<file path="config.mk">
export PLATFORM = sky130hd
export DESIGN_NAME = apb_slave_bridge
export DESIGN_NICKNAME = d
export VERILOG_FILES = /design/src/rtl/apb_bridge_pkg.sv /design/src/rtl/apb_timeout_ctr.sv /design/src/rtl/apb_slave_bridge.sv
export SDC_FILE = /design/constraint.sdc
export NUM_CORES = 1
export LEC_CHECK = 0
export CAP_MARGIN = 25
export CORE_MARGIN = 4
export CORE_UTILIZATION = 47
export DETAILED_ROUTE_END_ITERATION = 7
export DONT_BUFFER_PORTS = 1
export PLACE_DENSITY_LB_ADDON = 0.05
export SETUP_SLACK_MARGIN = 0.05
export SLEW_MARGIN = 15
export SYNTH_ARGS = -nofsm -noshare
export SYNTH_HDL_FRONTEND = slang
export SYNTH_SLANG_ARGS = --single-unit
</file>
<file path="constraint.sdc">
create_clock -name pclk -period 3.3 [get_ports pclk]
set_input_delay 0.66 -clock pclk [delete_from_list [all_inputs] [get_ports pclk]]
set_output_delay 0.66 -clock pclk [all_outputs]
set_load 0.01 [all_outputs]
</file>
<file path="src/rtl/apb_bridge_pkg.sv">
`default_nettype none
// ============================================================================
// Module      : apb_bridge_pkg
// Description : Shared types for the APB4 slave bridge: FSM state encoding
//               and the error-cause codes reported on last_err.
// Revision    : 1.0 - initial release
// ============================================================================
package apb_bridge_pkg;

    typedef enum logic [1:0] {
        IDLE = 2'd0,
        REQ  = 2'd1,
        RESP = 2'd2
    } bridge_state_t;

    typedef enum logic [2:0] {
        ERR_NONE    = 3'd0,
        ERR_RANGE   = 3'd1,
        ERR_PROT    = 3'd2,
        ERR_STRB    = 3'd3,
        ERR_TIMEOUT = 3'd4,
        ERR_SLAVE   = 3'd5
    } err_cause_t;

endpackage
`default_nettype wire

</file>
<file path="src/rtl/apb_timeout_ctr.sv">
`default_nettype none
// ============================================================================
// Module      : apb_timeout_ctr
// Description : Wait-cycle counter for the native request phase. Counts
//               enabled cycles and flags expiry on the cycle that reaches
//               TIMEOUT_CYCLES. The count saturates and never wraps.
//               TIMEOUT_CYCLES=0 disables the timeout (expired tied low).
// Ports       : pclk, presetn (sync, active-low)
//               clear   - restart counting from zero
//               enable  - count this cycle
//               expired - this enabled cycle is the TIMEOUT_CYCLES-th one
// Revision    : 1.0 - initial release
// ============================================================================
module apb_timeout_ctr #(
    parameter int TIMEOUT_CYCLES = 16
) (
    input  logic pclk,
    input  logic presetn,
    input  logic clear,
    input  logic enable,
    output logic expired
);

    generate
        if (TIMEOUT_CYCLES == 0) begin : g_disabled
            logic w_unused_inputs;
            assign w_unused_inputs = &{1'b0, pclk, presetn, clear, enable};
            assign expired         = 1'b0;
        end else begin : g_enabled
            localparam int C_CNT_W = $clog2(TIMEOUT_CYCLES + 1);
            localparam logic [C_CNT_W-1:0] C_LAST = C_CNT_W'(TIMEOUT_CYCLES - 1);
            localparam logic [C_CNT_W-1:0] C_MAX  = C_CNT_W'(TIMEOUT_CYCLES);

            logic [C_CNT_W-1:0] r_count;

            always_ff @(posedge pclk) begin
                if (!presetn || clear) begin
                    r_count <= '0;
                end else if (enable && (r_count != C_MAX)) begin
                    r_count <= r_count + 1'b1;
                end
            end

            // Expiry is flagged while the final permitted cycle is in
            // progress so the owner can leave on the same edge.
            assign expired = enable && (r_count == C_LAST);
        end
    endgenerate

endmodule
`default_nettype wire

</file>
<file path="src/rtl/apb_slave_bridge.sv">
`default_nettype none
// ============================================================================
// Module      : apb_slave_bridge
// Description : APB4 slave to native register-bus bridge. Decodes setup
//               phase errors (range, protection, read strobes), launches a
//               registered native request, stretches the access phase until
//               reg_ready or timeout, and reports PSLVERR with a sticky cause.
// Ports       : APB   - pclk, presetn, paddr, pprot, psel, penable, pwrite,
//                       pwdata, pstrb, prdata, pready, pslverr
//               Native- reg_req, reg_addr, reg_wdata, reg_we, reg_be,
//                       reg_rdata, reg_ready, reg_err
//               Debug - last_err (err_cause_t)
// Revision    : 1.0 - initial release
// ============================================================================
module apb_slave_bridge
    import apb_bridge_pkg::*;
#(
    parameter int ADDR_WIDTH     = 32,
    parameter int DATA_WIDTH     = 32,
    parameter int RANGE_BYTES    = 4096,
    parameter int TIMEOUT_CYCLES = 16,
    parameter int SECURE_ONLY    = 0
) (
    input  logic                    pclk,
    input  logic                    presetn,
    input  logic [ADDR_WIDTH-1:0]   paddr,
    input  logic [2:0]              pprot,
    input  logic                    psel,
    input  logic                    penable,
    input  logic                    pwrite,
    input  logic [DATA_WIDTH-1:0]   pwdata,
    input  logic [DATA_WIDTH/8-1:0] pstrb,
    output logic [DATA_WIDTH-1:0]   prdata,
    output logic                    pready,
    output logic                    pslverr,
    output logic                    reg_req,
    output logic [ADDR_WIDTH-1:0]   reg_addr,
    output logic [DATA_WIDTH-1:0]   reg_wdata,
    output logic                    reg_we,
    output logic [DATA_WIDTH/8-1:0] reg_be,
    input  logic [DATA_WIDTH-1:0]   reg_rdata,
    input  logic                    reg_ready,
    input  logic                    reg_err,
    output logic [2:0]              last_err
);

    localparam logic [ADDR_WIDTH-1:0] C_RANGE = ADDR_WIDTH'(RANGE_BYTES);

    bridge_state_t r_state;
    bridge_state_t w_state_next;
    err_cause_t    w_setup_err;
    err_cause_t    r_last_err;
    logic          w_setup;
    logic          w_expired;
    logic          w_unused_prot;

    // Only the secure/non-secure bit of pprot matters here.
    assign w_unused_prot = &{1'b0, pprot[2], pprot[0]};

    assign w_setup = psel && !penable;

    // Setup-phase checks in priority order: range, protection, strobes.
    always_comb begin
        w_setup_err = ERR_NONE;
        if (paddr >= C_RANGE) begin
            w_setup_err = ERR_RANGE;
        end else if ((SECURE_ONLY != 0) && pprot[1]) begin
            w_setup_err = ERR_PROT;
        end else if (!pwrite && (|pstrb)) begin
            w_setup_err = ERR_STRB;
        end
    end

    apb_timeout_ctr #(
        .TIMEOUT_CYCLES (TIMEOUT_CYCLES)
    ) u_timeout_ctr (
        .pclk    (pclk),
        .presetn (presetn),
        .clear   (r_state != REQ),
        .enable  ((r_state == REQ) && !reg_ready),
        .expired (w_expired)
    );

    always_ff @(posedge pclk) begin
        if (!presetn) begin
            r_state <= IDLE;
        end else begin
            r_state <= w_state_next;
        end
    end

    always_comb begin
        w_state_next = r_state;
        case (r_state)
            IDLE: begin
                if (w_setup) begin
                    w_state_next = (w_setup_err != ERR_NONE) ? RESP : REQ;
                end
            end
            REQ: begin
                // reg_ready takes precedence over a coincident timeout.
                if (reg_ready || w_expired) begin
                    w_state_next = RESP;
                end
            end
            RESP:    w_state_next = IDLE;
            default: w_state_next = IDLE;
        endcase
    end

    // Outputs are registered from the next-state decode, so nothing on the
    // APB inputs reaches pready/pslverr combinationally.
    always_ff @(posedge pclk) begin
        if (!presetn) begin
            reg_req    <= 1'b0;
            pready     <= 1'b0;
            pslverr    <= 1'b0;
            prdata     <= '0;
            reg_addr   <= '0;
            reg_wdata  <= '0;
            reg_we     <= 1'b0;
            reg_be     <= '0;
            r_last_err <= ERR_NONE;
        end else begin
            reg_req <= (w_state_next == REQ);
            pready  <= (w_state_next == RESP);
            pslverr <= 1'b0;
            case (r_state)
                IDLE: begin
                    if (w_setup) begin
                        if (w_setup_err != ERR_NONE) begin
                            pslverr    <= 1'b1;
                            prdata     <= '0;
                            r_last_err <= w_setup_err;
                        end else begin
                            reg_addr  <= paddr;
                            reg_wdata <= pwdata;
                            reg_we    <= pwrite;
                            reg_be    <= pwrite ? pstrb : '1;
                        end
                    end
                end
                REQ: begin
                    if (reg_ready) begin
                        pslverr <= reg_err;
                        prdata  <= (!reg_we && !reg_err) ? reg_rdata : '0;
                        if (reg_err) begin
                            r_last_err <= ERR_SLAVE;
                        end
                    end else if (w_expired) begin
                        pslverr    <= 1'b1;
                        prdata     <= '0;
                        r_last_err <= ERR_TIMEOUT;
                    end
                end
                default: ;
            endcase
        end
    end

    assign last_err = r_last_err;

endmodule
`default_nettype wire

</file>
=== After elaboration in Yosys (flattened, before gate mapping) ===
Cells that the tools add are included.

* Logic and storage cells: 69
* Bits in registers: 114
* Input port bits: 110

* Mux-type cells: 24
* Equal/unequal tests: 10
* Reductions and logical operators: 21
* $add $sub $neg: 1
* Bitwise operators: 1
* Order comparisons: 1

{| class="wikitable"
|+ Operators with widths
! kind !! number
|-
| 2-to-1 mux 32 bit || 5
|-
| case mux 32 bit (2 select lines) || 1
|-
| greater-or-equal comparator 32 x 13 -> 1 bit, second input constant || 1
|-
| 2-to-1 mux 3 bit || 6
|-
| 2-to-1 mux 2 bit || 4
|-
| logical AND 1 bit || 6
|-
| logical NOT 1 bit || 6
|-
| inequality test 3 bit, second input constant || 2
|-
| case mux 3 bit (2 select lines) || 1
|-
| adder 5 x 1 -> 5 bit, second input constant || 1
|-
| equality test 5 x 4 -> 1 bit, second input constant || 1
|-
| inequality test 5 bit, second input constant || 1
|-
| AND reduction 5 bit || 1
|-
| equality test 2 x 1 -> 1 bit, second input constant || 2
|-
| 2-to-1 mux 1 bit || 4
|-
| 2-to-1 mux 4 bit || 1
|-
| inequality test 2 bit, second input constant || 2
|-
| case mux 2 bit (2 select lines) || 1
|-
| AND reduction 4 bit || 1
|-
| OR reduction 4 bit || 1
|-
| AND reduction 3 bit || 1
|-
| nonzero test 3 bit || 1
|-
| equality test 2 bit, second input constant || 1
|-
| logical NOT 2 bit || 1
|-
| 5 further kinds || 6
|}

=== Logic depth before layout (Yosys ltp) ===
* Depth in word-level cells: 9
* Depth in mapped cells: 8

=== Modules after synthesis ===
A second synthesis with hierarchy kept.

* Cells, all modules: 485
* Area, all modules: 4536.9 µm²

{| class="wikitable"
|+ By module, submodules not included
! module !! times used !! seq. area each (µm²) !! cells each !! area an instance (µm²)
|-
| apb_slave_bridge || 1 || 2182.1 || 454 || 4237.8
|-
| apb_timeout_ctr || 1 || 100.1 || 31 || 299.0
|}

=== Least setup slack after synthesis ===
No wires, ideal clock.

* Path kind: input to register
* Start: input pstrb[0]
* End: register reg_addr[0]
* Path slack: 1.171 ns
* Arrival: 1.997 ns
* Cell stages on the path: 6
* Library setup time: 0.132 ns
* Required time: 3.168 ns
* Cells stage by stage: or4_4 a211o_1 buf_4 buf_6 o21ai_1 a21oi_1

* Cells in the longest elaborated chain, start to end: 7

{| class="wikitable"
|+ Ends and longest elaborated chain
! what !! line !! text
|-
| start, declared || apb_slave_bridge.sv:32 || <nowiki>input logic [DATA_WIDTH/8-1:0] pstrb,</nowiki>
|-
| OR reduction 4 bit || apb_slave_bridge.sv:69 || <nowiki>end else if (!pwrite && (|pstrb)) begin</nowiki>
|-
| logical AND 1 bit || apb_slave_bridge.sv:69 ||
|-
| 2-to-1 mux 2 bit || apb_slave_bridge.sv:69 ||
|-
| 2-to-1 mux 3 bit || apb_slave_bridge.sv:65 || <nowiki>if (paddr >= C_RANGE) begin</nowiki>
|-
| nonzero test 3 bit || apb_slave_bridge.sv:131 || <nowiki>if (w_setup_err != ERR_NONE) begin</nowiki>
|-
| inverter 1 bit (no line) || - ||
|-
| AND reduction 3 bit (no line) || - ||
|-
| end signal, assigned || apb_slave_bridge.sv:136 || <nowiki>reg_addr <= paddr;</nowiki>
|-
| end, declared || apb_slave_bridge.sv:37 || <nowiki>output logic [ADDR_WIDTH-1:0] reg_addr,</nowiki>
|}

Every way passes these cells.
A chain may end at the register's enable or synchronous reset.

=== Worst setup path after layout ===
* Start: register r_state[0]
* End: register reg_addr[28]

* Cells in the longest elaborated chain, start to end: 2

{| class="wikitable"
|+ Ends and longest elaborated chain
! what !! line !! text
|-
| start, declared || apb_slave_bridge.sv:49 || <nowiki>bridge_state_t r_state;</nowiki>
|-
| start signal, assigned || apb_slave_bridge.sv:88 || <nowiki>r_state <= w_state_next;</nowiki>
|-
| logical NOT 2 bit || apb_slave_bridge.sv:128 || <nowiki>case (r_state)</nowiki>
|-
| AND reduction 3 bit (no line) || - ||
|}

Every way passes these cells.

==> metrics.md <==
| Metric | Value |
|---|---|
| Status | finished clean |
| Buf+Inv Stages, Crit Path | 0 |
| Crit-path cells | nor4b_4, a21boi_4, nand3_1, and3_1 |
| Worst Path Arrival | around 2.9 ns |
| Worst Skew | ~0.013 ns |
| Most Used Layer, Global Route | met2 |
| Crit share post-route | roughly 77% |
| CP peak stage delay | around 0.57 ns |
| EDFF count, synth | 0 |
| Seq/Total Area, Yosys | ~53% |
| Clock Sinks | 114 |
| Top_reg_cell synth | dfxtp_1 |
| Post_cts resized | 0 |
| First-pass GRT wire length | 18690 um |
| Initial Utilization | between 40% and 50% |
| Via count | approximately 3600 |
| Post-CTS Setup Bufs | 0 |
| H-tree depth | 4 |
| Clock buffer depth | 2 |
| CORE AREA | between 8000 and 9000 sq um |
| Peak Freq | 0.3943 GHz |
| Fin crit period | between 2 and 3 ns |
| Clock Latency Late Sink | between 0.5 and 0.6 ns |
| Syn nets | around 600 |
| Synth warn | 0 |
| Synthesis-to-finish area growth | 14.33% |
| Rows | 34 |
| RSZ-0062 raised after global routing | false |
| Hold Path Class | in2reg |
| Fin. max-slew vios | 0 |
| CP top delay family | simple AND/OR/NAND/NOR gates |
| Pre-CTS setup slack | just under 0.5 ns |
| Async set-reset flop share out of synthesis | 0% |
| Final net count | slightly below 600 |
| Vias in the first global route | roughly 3400 |
| Worst path slowest cell | nand3_1 |
| Hold buffer count at CTS | 0 |
| Measured slew at the worst slew-check pin | around 0.64 ns |
| Wire length per cell | approximately 20 um |
| RePlAce Congestion | 0.7660 |
| Post-DP HPWL | between 8000 and 9000 um |
| TritonCTS Buffers | 17 |
| Crit Path Category | reg2reg |
| Max-Cap Viols | 0 |
| Routing usage on met3 | around 11% |
| Slew headroom | 57.37% |
| Met2 Track Usage GR | about 32% |
| Met1 GRT Util | approximately a quarter |
| Setup ws final | approximately 0.76 ns |
| TritonCTS clock tree | yes |
| Initial DRC count | between 150 and 200 |
| Root Driver | clkbuf_8 |
| Final Hold Fails | 0 |
| Final Setup Violations | 0 |
| Pwr Density | between 600 and 700 nW/um^2 |
| CP Launch Type | register |
| CP Max Fanout | 22 |
| Leakage power | around 1.7 nW |
| Post-Syn Area | 4340 sq um |
| DRT Pass-1 Iters | 5 |
| Setup crit end kind | register |
| Worst vdd ir | 0.3248 mV |
| Commonest non-fill, non-tap cells in the layout | dfxtp_1 (114), nand2_1 (67), o21ai_1 (65) |
| Buffers on Ports | 0 |
| WL final | 11820 um |
| Final hold slack | roughly 0.26 ns |
| Gr ovfl total | 0 |
| Layout Utilization | a little under three fifths |
| DRC Markers | 0 |
| Share of cells above drive strength 1 | 10.66% |
| Mapped Cells | between 400 and 500 |
| Via density | about 6.1 |
| Commonest non-fill, non-tap cell in the layout | dfxtp_1 |
| Antenna violations before repair | 0 |
| Avg Inst Size Synth | between 8 and 9 sq um |
| Yosys cell types | 39 |
| Die Width | approximately 100 um |
| Fin Setup TNS | 0 ns |
| Remaining antenna violation count | 0 |
| Ports | approximately 220 |
| Clock-pin slew on the worst setup and hold paths | around 0.060 ns |
| Total GRT Usage | roughly a fifth |
| Number of synthesized register bits | 114 |
| Pin count of the biggest net entering global routing | just under 60 |
| Ant. Diodes | 0 |
| Die H | 104.1 um |
| Req. time, crit path | approximately 3.7 ns |
| Die Area | around 11000 sq um |
path summary, 6_finish.rpt:
path | slack (ns) | endpoint | start | depth (start not counted)
worst min-delay path | 0.26 | reg_be[3]$_SDFFE_PN0P_ | pwrite | 1
worst min register to register | 0.50 | prdata[0]$_SDFFE_PN0P_ | prdata[0]$_SDFFE_PN0P_ | 2
worst max-delay path | 0.76 | reg_addr[28]$_SDFFE_PN0P_ | r_state[0]$_SDFF_PN0_ | 4
worst max register to register | 0.76 | reg_addr[28]$_SDFFE_PN0P_ | r_state[0]$_SDFF_PN0_ | 4
sequential cells by signal (all words and copies together), names as in the netlist:
signal / cells
reg_wdata: 32
u_timeout_ctr.g_enabled.r_count: 5
pready: 1
pslverr: 1
prdata: 32
last_err: 3
reg_addr: 32
reg_be: 4
r_state: 2
reg_req: 1
reg_we: 1
per-stage QoR:
step	cells	power, mW	area [sq um]
6_report	596	3.190	4962
5_1_grt	596	3.308	4962
4_1_cts	596	3.220	4962
3_5_place_dp	564	1.466	4388
3_3_place_gp	564	1.466	4388
2_1_floorplan	489	1.461	4340
logic make-up after synthesis:
kind of cell	synth area share, %
AO/OA/AOI/OAI	18.05
XOR/XNOR	0.6055
adder cells (fa/ha/maj)	0.8649
buffers and inverters	6.140
flip-flops	52.58
multiplexers	0.4612
AND/OR/NAND/NOR	21.30
synthesized netlist by cell type, types with 3 or more instances:
master    count  share of area (%)
dfxtp_1     114                 53
nand2_1      67                5.8
o21ai_1      65                7.5
a21oi_1      48                5.5
nand4_1      47                6.8
clkbuf_1     25                2.2
and3_1       23                3.3
o21ai_0      14                1.6
buf_2        12                1.4
inv_1         9               0.78
nor2_1        6               0.52
a31oi_1       5               0.72
buf_6         5                1.3
a311oi_1      4               0.81
nor3b_1       4               0.69
nor4_1        4               0.58
buf_4         3               0.52
ha_1          3               0.86
nand2b_1      3               0.43
worst register-to-register path: stages, from the launching register on:
cell	delay [ns]
dfxtp_1	0.42
nor4b_4	0.49
a21boi_4	0.53
nand3_1	0.57
and3_1	0.41
layer usage:
layer	vias up	share of wire [%]
met5	-	0
met4	0	1.6
met3	17	11
met2	195	46
met1	1683	42
li1	1737	-
power breakdown:
| part | switching, mW | internal, mW |
|---|---|---|
| sequential | 0.00425 | 1.38 |
| combinational | 0.0363 | 0.0166 |
| clock | 0.720 | 1.03 |
area by class of cell:
class                   count  area [sq um]
fillers                   806          3886
repair buffers             12         115.1
inverters                   9         33.78
flip-flops and latches    114          2282
clock buffers              17         414.1
clock inverters            15         160.2
well taps                 108         135.1
multi-input cells         321          1822
Power figures use the tool's default switching activity.
==> edit, RTL diff (same flow settings) <==
Re-encode `bridge_state_t` (3 states) as one-hot, 3 bits wide.
--- a/src/rtl/apb_bridge_pkg.sv
+++ b/src/rtl/apb_bridge_pkg.sv
@@ -9,6 +9,6 @@
 
-    typedef enum logic [1:0] {
-        IDLE = 2'd0,
-        REQ  = 2'd1,
-        RESP = 2'd2
+    typedef enum logic [2:0] {
+        IDLE = 3'b001,
+        REQ  = 3'b010,
+        RESP = 3'b100
     } bridge_state_t;
Check against the original RTL: no difference found for any inputs over 4 cycles, from zero or initial values and one cycle with presetn low; so few cycles prove little.
==> edit against the original RTL <==
  * Global-route usage is 1.4 points lower
  * Area after synthesis grew 4.2%
  * Routed wire length shrank 3.4%
  * Largest cell class unchanged
  * Sequential cell count rose by 1
  * Power increased by 4.8%
  * Critical path type unchanged
  * Setup slack gained 0.33 ns
  * Design area up 4.7%
  * Clock skew is 0.0035 ns lower
==> edit: results (changes against the original RTL) <==
| Metric | Value |
|---|---|
| Layout cells sized above 1 | 0.103 (-0.00324) |
| Resize count post-CTS | 0 (unchanged) |
| Worst skew pair latency | 0.50 ns |
| Total CTS buffers | 17 (unchanged) |
| Placer Congestion | 0.731 (-4.6%) |
| DP HPWL | 7770 um (-3.9%) |
| DR vias/cell | 5.65 (-7.2%) |
| Slowest cell delay on critical path | 0.74 ns (+0.17 ns) |
| Max_slew headroom | 0.399 (-0.175) |
| Clock Tree Buf Depth | 2 (unchanged) |
| # port buffers | 0 (unchanged) |
| DRT Pass-1 Iters | 5 (unchanged) |
| Non-filler cells, final | 642 (+7.7%) |
| Worst vdd ir | 316 uV (-2.7%) |
| Async S/R FF share, synth | 0 (unchanged) |
| Yosys warning count | 0 (unchanged) |
| Synth area leaders | dfxtp_1, nand3_1, nand2_1 |
| R2r startpoint | r_state[1] |
| Largest net degree at the start of global routing | 187 (+220%) |
| DP Area | 0.00454 mm^2 (+3.4%) |
| Postcts setup bufs | 0 (unchanged) |
| Sequential cell area fraction in the yosys report | 0.509 (-0.0165) |
| Total GRT Usage | 0.197 (-0.0139) |
| Largest regs | prdata (32), reg_addr (32), reg_wdata (32) |
| CP Class | flip-flop to flip-flop |
| Synth Instances | 519 (+6.1%) |
| Syn_nets | 632 (+5.0%) |
| Static leakage | 2.17 nW (+26%) |
| Htree depth | 4 (unchanged) |
| Antenna violations before repair | 0 (unchanged) |
| N_diodes | 0 (unchanged) |
| Most common library cells after synthesis | nand3_1, dfxtp_1, nand2_1, a22o_1 |
| Crit path max fanout | 20 (-9.1%) |
| DRC viols | 0 (unchanged) |
| Final Hold Viols | 0 (unchanged) |
| Register-to-register path setup slack | 1.09 ns (+0.33 ns) |
| Outcome | finished, final reports clean |
| Total Routed Length | 11,400 um (-3.4%) |
| 1st-iter DRT viols | 250 (+62%) |
| Clock Skew | 0.00959 ns (-0.00347 ns) |
| Global-route wire length before repair | 17,700 um (-5.4%) |
| Smallest hold slack | 0.276 ns (+0.0160 ns) |
| Hold wc startpoint | presetn |
| Placed Cells incl. Taps | 609 (+8.0%) |
| Post-synth cell types | 37 (-5.1%) |
| Die outline area | 0.0113 mm^2 (+3.8%) |
| Vias in the first global route | 3,325 (-3.0%) |
| Slowest CP cell | or3b_1 |
| CTS root buf | clkbuf_8 |
| Crit path DAT | 2.63 ns (-0.29 ns) |
==> edit: cell count changes in the layout (fill, tap and decap cells not counted), sizes merged, moves of 13 or more <==
| cell | before | now |
|---|---|---|
| nand3 | 2 | 125 |
| nand4 | 47 | 0 |
| a21oi | 48 | 3 |
| o21ai | 79 | 37 |
| a22o | 0 | 32 |
| nand2 | 67 | 80 |
==> edit: routing by layer <==
metal,vias up,track usage,share of wire
met5,-,0,0
met1,1675,0.232,0.40
met4,0,0.0500,0.0054
li1,1801,-,-
met2,149,0.318,0.48
met3,4,0.104,0.11
==> edit: through the flow <==
step | worst slack, ns | total power, mW
after detailed placement | 0.694 | 1.45
after CTS | 1.05 | 3.38
final | 1.09 | 3.34
after floorplan | 1.38 | 1.47
after global routing | 0.915 | 3.45
after global placement | 0.738 | 1.45
==> edit: logic make-up after synthesis <==
logic type               after synthesis  synth area share
flip-flops                           115             0.509
adder cells (fa/ha/maj)                3           0.00830
XOR/XNOR                               4           0.00775
AO/OA/AOI/OAI                         83             0.136
AND/OR/NAND/NOR                      263             0.284
buffers and inverters                 50            0.0520
multiplexers                           1           0.00221
==> edit: path summary, 6_finish.rpt <==
check                     to  depth (start not counted)
setup / recovery  prdata[25]                          6
hold / removal    r_state[0]                          1
setup reg to reg  prdata[25]                          6
hold reg to reg      pslverr                          1
==> edit: worst reg2reg max path, stage by stage, from the launching register on <==
cell,delay (ns)
dfxtp_1,0.36
or3b_1,0.74
nor3_4,0.49
buf_4,0.29
a22o_1,0.16
nand2_1,0.05
o21ai_1,0.06
==> edit: report_power, final <==
part	leakage, nW	switching (mW)	total [mW]	internal, mW
registers	0.927	0.00421	1.40	1.39
logic	0.946	0.0169	0.0306	0.0137
clock network	0.299	0.659	1.92	1.26
==> edit: layout make-up <==
class	instances	area, um^2
fillers	864	4090
clock inverters	14	200
repair buffers	9	87.6
flip-flops and latches	115	2300
multi-input cells	354	2000
well taps	129	161
inverters	3	11.3
clock buffers	18	428
